**config.mk**
```make
export PLATFORM = sky130hd
export DESIGN_NAME = time_uart_tx
export DESIGN_NICKNAME = d
export VERILOG_FILES = /design/src/rtl/time_uart_tx.sv
export SDC_FILE = /design/constraint.sdc
export NUM_CORES = 1
export LEC_CHECK = 0
export CORE_UTILIZATION = 50
export CTS_CLUSTER_SIZE = 20
export DETAILED_ROUTE_END_ITERATION = 8
export GPL_ROUTABILITY_DRIVEN = 0
export PLACE_DENSITY = 0.77
export SYNTH_ARGS = -nofsm -noshare
export SYNTH_HDL_FRONTEND = slang
export SYNTH_SLANG_ARGS = --single-unit
```
**constraint.sdc**
```tcl
create_clock -name CLK -period 1.73 [get_ports CLK]
set_input_delay 0.173 -clock CLK [delete_from_list [all_inputs] [get_ports CLK]]
set_output_delay 0.173 -clock CLK [all_outputs]
set_load 0.005 [all_outputs]
```
**src/rtl/time_uart_tx.sv**
```systemverilog
// time_uart_tx -- sends the current time of day as "HH:MM:SS" plus a line
// terminator over a UART line (8N1, LSB first) once per accepted TRIG.
//
// Ports:
//   CLK            system clock, rising edge
//   RST            asynchronous active-low reset
//   TRIG           one-cycle send request (1 Hz tick)
//   SEC1/MIN1/HOUR1        BCD units digits (4 bits)
//   SEC10/MIN10 (3 bits), HOUR10 (2 bits)  BCD tens digits
//   TXD            serial data, idle high (registered)
//   BUSY           high while a frame is being sent (registered)
//   OVR            one-cycle pulse when TRIG arrives during a frame (registered)
//
// Parameters: CLK_FREQ, BAUD; one bit lasts BAUD_DIV = CLK_FREQ/BAUD clocks
// (must be >= 2).
//
// Configuration macro TIMETX_CRLF_EN:
//   defined   -> terminator is CR LF (10 bytes per frame)
//   undefined -> terminator is LF only (9 bytes per frame)

module time_uart_tx #(
  parameter int CLK_FREQ = 50000000,
  parameter int BAUD     = 115200
) (
  input  logic       CLK,
  input  logic       RST,
  input  logic       TRIG,
  input  logic [3:0] SEC1,
  input  logic [2:0] SEC10,
  input  logic [3:0] MIN1,
  input  logic [2:0] MIN10,
  input  logic [3:0] HOUR1,
  input  logic [1:0] HOUR10,
  output logic       TXD,
  output logic       BUSY,
  output logic       OVR
);

  localparam int BAUD_DIV = CLK_FREQ / BAUD;
  localparam int CNT_W    = $clog2(BAUD_DIV);
  localparam logic [CNT_W-1:0] CNT_LAST = CNT_W'(BAUD_DIV - 1);

`ifdef TIMETX_CRLF_EN
  localparam logic [3:0] LAST_IDX = 4'd9;
`else
  localparam logic [3:0] LAST_IDX = 4'd8;
`endif

  typedef enum logic [1:0] {
    IDLE  = 2'd0,
    START = 2'd1,
    DATA  = 2'd2,
    STOP  = 2'd3
  } state_t;

  state_t           state_r;
  logic [CNT_W-1:0] baud_cnt_r;
  logic [2:0]       bit_cnt_r;
  logic [3:0]       byte_idx_r;
  logic [3:0]       sec1_r, sec10_r, min1_r, min10_r, hour1_r, hour10_r;
  logic             txd_r;
  logic             busy_r;
  logic             ovr_r;

  logic [7:0]       cur_byte_s;
  logic [2:0]       next_bit_s;

  // BCD digit to ASCII; anything outside 0..9 is shown as '?'.
  function automatic logic [7:0] digit_ascii(input logic [3:0] d);
    logic [7:0] a;
    if (d <= 4'd9) begin
      a = 8'h30 + {4'h0, d};
    end else begin
      a = 8'h3F;
    end
    return a;
  endfunction

  // Select the byte currently being serialised from the snapshot.
  always_comb begin
    cur_byte_s = 8'hFF;
    next_bit_s = bit_cnt_r + 3'd1;
    case (byte_idx_r)
      4'd0:    cur_byte_s = digit_ascii(hour10_r);
      4'd1:    cur_byte_s = digit_ascii(hour1_r);
      4'd2:    cur_byte_s = 8'h3A;
      4'd3:    cur_byte_s = digit_ascii(min10_r);
      4'd4:    cur_byte_s = digit_ascii(min1_r);
      4'd5:    cur_byte_s = 8'h3A;
      4'd6:    cur_byte_s = digit_ascii(sec10_r);
      4'd7:    cur_byte_s = digit_ascii(sec1_r);
`ifdef TIMETX_CRLF_EN
      4'd8:    cur_byte_s = 8'h0D;
      4'd9:    cur_byte_s = 8'h0A;
`else
      4'd8:    cur_byte_s = 8'h0A;
`endif
      default: cur_byte_s = 8'hFF;
    endcase
  end

  // Transmit FSM: every output is registered and set on the edge that
  // enters the corresponding bit, so TXD changes exactly on bit boundaries.
  always_ff @(posedge CLK or negedge RST) begin
    if (!RST) begin
      state_r    <= IDLE;
      baud_cnt_r <= '0;
      bit_cnt_r  <= 3'd0;
      byte_idx_r <= 4'd0;
      sec1_r     <= 4'd0;
      sec10_r    <= 4'd0;
      min1_r     <= 4'd0;
      min10_r    <= 4'd0;
      hour1_r    <= 4'd0;
      hour10_r   <= 4'd0;
      txd_r      <= 1'b1;
      busy_r     <= 1'b0;
      ovr_r      <= 1'b0;
    end else begin
      // busy_r mirrors "state != IDLE", including the edge BUSY falls on,
      // so a TRIG on that edge is reported as an overrun, not accepted.
      ovr_r <= TRIG & busy_r;
      case (state_r)
        IDLE: begin
          txd_r  <= 1'b1;
          busy_r <= 1'b0;
          if (TRIG) begin
            sec1_r     <= SEC1;
            sec10_r    <= {1'b0, SEC10};
            min1_r     <= MIN1;
            min10_r    <= {1'b0, MIN10};
            hour1_r    <= HOUR1;
            hour10_r   <= {2'b00, HOUR10};
            state_r    <= START;
            baud_cnt_r <= '0;
            bit_cnt_r  <= 3'd0;
            byte_idx_r <= 4'd0;
            txd_r      <= 1'b0;
            busy_r     <= 1'b1;
          end
        end
        START: begin
          if (baud_cnt_r == CNT_LAST) begin
            state_r    <= DATA;
            baud_cnt_r <= '0;
            bit_cnt_r  <= 3'd0;
            txd_r      <= cur_byte_s[0];
          end else begin
            baud_cnt_r <= baud_cnt_r + 1'b1;
          end
        end
        DATA: begin
          if (baud_cnt_r == CNT_LAST) begin
            baud_cnt_r <= '0;
            if (bit_cnt_r == 3'd7) begin
              state_r   <= STOP;
              bit_cnt_r <= 3'd0;
              txd_r     <= 1'b1;
            end else begin
              bit_cnt_r <= next_bit_s;
              txd_r     <= cur_byte_s[next_bit_s];
            end
          end else begin
            baud_cnt_r <= baud_cnt_r + 1'b1;
          end
        end
        STOP: begin
          if (baud_cnt_r == CNT_LAST) begin
            baud_cnt_r <= '0;
            bit_cnt_r  <= 3'd0;
            if (byte_idx_r == LAST_IDX) begin
              state_r    <= IDLE;
              byte_idx_r <= 4'd0;
              txd_r      <= 1'b1;
              busy_r     <= 1'b0;
            end else begin
              // Next start bit follows the stop bit with no idle gap.
              state_r    <= START;
              byte_idx_r <= byte_idx_r + 4'd1;
              txd_r      <= 1'b0;
            end
          end else begin
            baud_cnt_r <= baud_cnt_r + 1'b1;
          end
        end
        default: begin
          state_r    <= IDLE;
          baud_cnt_r <= '0;
          bit_cnt_r  <= 3'd0;
          byte_idx_r <= 4'd0;
          txd_r      <= 1'b1;
          busy_r     <= 1'b0;
        end
      endcase
    end
  end

  assign TXD  = txd_r;
  assign BUSY = busy_r;
  assign OVR  = ovr_r;

endmodule

```
Word-level counts from Yosys, hierarchy flattened:

Cells that the tools add are included.
W data, S select, Z words.

* bits in registers: 41
* input bits: 23
* output and inout port bits: 3
* word-level logic and storage cells: 101

* $add $sub $neg: 9
* $lt $le $gt $ge: 7
* equality and inequality tests: 20
* mux-type cells: 39
* bitwise operators: 1
* reduce and logical (&&, ||, !) cells: 12

Operators by type and width (number)
* $pmux W8 S8: 1
* $mux W7: 6
* $add A6 B4 Y7 const A: 3
* $mux W9: 2
* $pmux W9 S2: 1
* $eq A4 B3 Y1 const B: 4
* $add A6 B3 Y7 const A: 2
* $le A4 B4 Y1 const B: 3
* $mux W3: 4
* $mux W4: 3
* $ne A2 B2 Y1 const B: 6
* $reduce_and A3 Y1: 4
* $mux W1: 11
* $mux W2: 5
* $add A9 B1 Y9 const B: 1
* $eq A9 B9 Y1 const B: 1
* $pmux W3 S3: 1
* $eq A4 B2 Y1 const B: 2
* $le A3 B4 Y1 const B: 2
* $pmux W2 S4: 1
* $pmux W4 S2: 1
* $add A6 B2 Y7 const A: 1
* $reduce_and A5 Y1: 1
* $add A4 B1 Y4 const B: 1
* other kinds (19): 21

Longest topological paths before layout:

* depth in word-level cells: 8
* depth in mapped cells: 8
* depth with buffers taken out: 8

Worst setup path after synthesis:

OpenSTA, ideal clock, no wires.

* path type: register to register
* start: reg baud_cnt_r[1]
* end: reg state_r[0]
* library setup time: 130 ps
* data arrival time: 1675 ps
* required time: 1600 ps
* slack: -75 ps
* cell stages (with the launch flop): 9
* path buffers: 0
* period minus slack after synthesis: 1805 ps
* cell sequence: dfrtp_1 -> inv_1 -> ha_1 -> nand4b_2 -> nor4_4 -> o21a_4 -> nand2_4 -> a2111oi_4 -> a21oi_2

* word-level cells in the longest chain between the ends: 3
* elaborated cells on any way between the ends: 5
* classes of those cells: 4 x eq/ne; 1 x reduce/logical

RTL lines
* start: declaration: RTL line 57 `logic [CNT_W-1:0] baud_cnt_r;`
* start signal: assignment: RTL line 149 `baud_cnt_r <= baud_cnt_r + 1'b1;`
* start signal: assignment: RTL line 164 `baud_cnt_r <= baud_cnt_r + 1'b1;`
* start signal: assignment: RTL line 183 `baud_cnt_r <= baud_cnt_r + 1'b1;`
* $eq A9 B9 Y1 (*): RTL line 143, 153, 168
* $ne A2 B2 Y1 (no line)
* $reduce_and A5 Y1 (no line) (*)
* end signal: assignment: RTL line 144 `state_r <= DATA;`
* end signal: assignment: RTL line 156 `state_r <= STOP;`
* end signal: assignment: RTL line 172 `state_r <= IDLE;`
* end: declaration: RTL line 56 `state_t state_r;`

Every way passes the cells marked *; elsewhere a longest branch is shown, timed or not.
A chain may end at the register's enable or synchronous reset.

Final worst setup path:

* start: reg byte_idx_r[0]
* end: reg txd_r, in the netlist TXD

* word-level cells in the longest chain between the ends: 8
* elaborated cells on any way between the ends: 19
* classes of those cells: 8 x eq/ne; 9 x mux; 2 x reduce/logical

RTL lines
* start: declaration: RTL line 59 `logic [3:0] byte_idx_r;`
* start signal: assignment: RTL line 179 `byte_idx_r <= byte_idx_r + 4'd1;`
* $eq A4 B3 Y1 / $eq A4 B2 Y1 (equally long branches): RTL line 83 `case (byte_idx_r)`
* $reduce_or A2 Y1 (no line)
* $pmux W8 S8: RTL line 83
* $bmux W1 S3: RTL line 161 `txd_r <= cur_byte_s[next_bit_s];`
* $mux W1 (implied by the code): RTL line 161
* $mux W1: RTL line 155 `if (bit_cnt_r == 3'd7) begin`
* $mux W1: RTL line 153 `if (baud_cnt_r == CNT_LAST) begin`
* $pmux W1 S4 (*): RTL line 123 `case (state_r)`
* end signal: assignment: RTL line 147 `txd_r <= cur_byte_s[0];`
* end signal: assignment: RTL line 161
* end: declaration: RTL line 61 `logic txd_r;`

Every way passes the cells marked *; elsewhere a longest branch is shown, timed or not. The select of a mux whose other input is x is not followed.

==> results.cfg <==
[cts]
cts_sinks = 41
cts-htree-levels = 2
cts_made_buffers = 5
cts_tree = yes
clock_latency_ns = 0.30
root_buffer = clkbuf_8
clk_pin_slew_worst_paths_ns = 0.08
clockBufferDepth = 2

[global_routing]
track_usage_pct = 22.2
antenna_found_initial = 0
gr-total-overflow = 0
grt_pass1_wl_um = 8460
grt_pass1_vias = 1799
grt_start_max_net_pins = 23

[timing]
min_period_ns = 1.85
relSlewSlack_pct = 67.5
hold_slack_ns = 0.377
report.final.setup_viol = 4
fmaxAchievable_mhz = 541
finalHoldViolCount = 0
final.setup.worst_slack_ns = -0.117
rsz0062_at_grt = true
skew_ns = 0.00542
worst_slew_pin_slew_ns = 0.487
fin_setup_tns_ns = -0.180
post-route-period-util_pct = 107
maxSlewViolCount = 0

[floorplan]
initial_core_util_pct = 52.8
dieWidth_um = 70.5
rows = 24
die_y_um = 70.5
ios = 26
dieArea_um2 = 4970
core_area_um2 = 4440

[route]
routed_via_density = 5.54
dr.pass1.iters = 4
drtIter0Drc = 128
ant_nets = 0
drt_wl_total_um = 5460
vias = 1890
wl_per_cell_um = 16.0
route.detailed.drc = 0

[job]
cap_viol_max_count = 0

[logic_synthesis]
synth_top_family_by_area = compound AO/OA/AOI/OAI gates
synth_fa_ha_area_share_pct = 6.93
synth_fp_nets = 254
yosys-mux-area-fraction_pct = 11.4
ys_seq_area_share_pct = 43.8
syn_inst = 218
synth-xor-area-share_pct = 2.61
synth_area_um2 = 2350
synth_compound_area_share_pct = 17.6
avgSynthCellArea_um2 = 10.8
ys_ff_latch = 41
synth_flop_cell = dfrtp_1
yosys.area_share.simple_pct = 13.7
async_flop_share_pct = 100
synth_warnings = 0
synth_cell_type_count = 55
synth_edf_count = 0

[place]
portBuffers = 25
dp_cells = 325
dp_hpwl_um = 3690

[setup_path]
cp-start-kind = flop
cp.arrival_ns = 2.08
cpLargestDelayFamily = simple AND/OR/NAND/NOR gates
cp_max_fo = 6
critPathRequiredTime_ns = 1.96
slowest_stage = dfrtp_2
rrSetupSlack_ns = -0.12
crit_buf_inv = 2
criticalPathCategory = reg -> reg
crit_path_cell_trace = inv_4 -> ha_4 -> buf_4 -> nand3b_1 -> a21oi_2 -> nor4_1 -> o21ai_1 -> o211ai_1 -> a21oi_1
critPathCaptureType = flop
critPathMaxStageDelay_ns = 0.46

[finish]
mostFrequentLayoutCell = dfrtp_1
fillers = 286
layout-drive-gt1-share_pct = 41.5
diodes = 0
fin_nets = 324
final_cells = 341
postLayoutCoreUtil_pct = 74.5
final_cell_mix = dfrtp_1, buf_4, clkdlybuf4s50_1, mux2_2, nor2_1
area_growth_pct = 41.0

[power]
clock_power_share_pct = 39.7
pwr-share-comb_pct = 4.6
p_int_w = 0.00137
p_sw_share_pct = 20.4
netSwitchingPower_w = 0.000352
p_leak_nw = 1.46
p_seq_share_pct = 55.7
power.density_nw_per_um2 = 520
vdd_drop_max_mv = 0.415

[min_path]
hold_class = in -> async

[status]
status = finished with violations
violations = negative setup slack
[synthesized netlist by cell type, drive strengths merged, types with 3 or more instances]
master,number,area share (%)
a21oi,17,4.3
a22oi,3,0.96
buf,3,0.64
clkbuf,5,1.3
dfrtp,40,43
ha,13,6.9
inv,13,2.1
mux2,22,11
nand2,11,2.2
nand3,10,2.1
nand3b,3,0.96
nor2,14,2.2
nor4,4,1.7
o211ai,3,0.96
o21ai,12,2.6
xor2,5,1.9
[through the flow]
| stage | instance area [um2] | total power, W | worst slack [ns] |
|---|---|---|---|
| floorplan | 2360 | 0.000980 | -0.0753 |
| global route | 3310 | 0.00180 | -0.220 |
| global placement | 2940 | 0.00106 | -0.0902 |
| finish | 3310 | 0.00172 | -0.117 |
| CTS | 3120 | 0.00174 | -0.0926 |
| detailed placement | 2940 | 0.00106 | -0.158 |
[sequential cells by signal (all words and copies together) (netlist names), 2 cells and up]
register    flops
hour10_r        2
bit_cnt_r       3
min1_r          4
sec10_r         3
min10_r         3
sec1_r          4
byte_idx_r      4
hour1_r         4
baud_cnt_r      9
state_r         2
[cell type report]
cell class | count | area (um2) | area share, %
clock buffers | 7 | 96.3 | 2.91
repair buffers | 71 | 644 | 19.5
flip-flops and latches | 41 | 1030 | 31.1
clock inverters | 1 | 5.00 | 0.151
well taps | 52 | 65.1 | 1.97
inverters | 13 | 53.8 | 1.63
multi-input cells | 156 | 1420 | 42.8
[path summary, 6_finish.rpt]
kind	startpoint	end	depth (start not counted)
max in group asynchronous	RST	byte_idx_r[1]	3
worst min-delay path	RST	sec10_r[0]	2
worst max register to register	byte_idx_r[0]	TXD	9
worst max-delay path	byte_idx_r[0]	TXD	9
worst min register to register	min1_r[0]	min1_r[0]	1
min in group CLK	SEC1[3]	sec1_r[3]	2
[timing repair]
action                                  in CTS  in global routing
pin swaps                                    4                 16
hold buffers                                 1                  0
hold endpoints to repair                    18                  0
endpoints found under the setup margin      13                 18
resized for setup                           17                 33
setup buffers                                2                  5
[power by group through the flow]
| stage | registers [W] | logic (W) | clock network [W] |
|---|---|---|---|
| 3_5_place_dp | 0.000978 | 0.0000799 | 0 |
| 3_3_place_gp | 0.000978 | 0.0000788 | 0 |
| 4_1_cts | 0.000959 | 0.0000823 | 0.000701 |
| 2_1_floorplan | 0.000978 | 0.00000127 | 0 |
| 5_1_grt | 0.000959 | 0.0000894 | 0.000750 |
| 6_report | 0.000959 | 0.0000800 | 0.000684 |
[worst reg2reg max path, cell delays in order (launching register included)]
cell and delay [ns]:
dfrtp_2 0.46, inv_4 0.08, ha_4 0.19, buf_4 0.14
nand3b_1 0.17, a21oi_2 0.07, nor4_1 0.34, o21ai_1 0.09
o211ai_1 0.16, a21oi_1 0.08
[cells by family (layout without fill, tap and decap cells)]
group / after synthesis / after routing
fa+ha+maj: 13 / 13
compound gates: 57 / 57
buf+inv: 21 / 92
mux: 24 / 24
xor+xnor: 7 / 7
simple gates: 55 / 55
flops: 41 / 41
[per-layer routing]
metal | wire length, um | share of wire, % | GRT usage, %
met2 | 2700 | 49 | 35.4
met4 | 101 | 1.8 | 7.48
met1 | 2490 | 45 | 29.9
met3 | 174 | 3.2 | 5.19
met5 | 0 | 0 | 0
(Power assumes the default switching activity.)
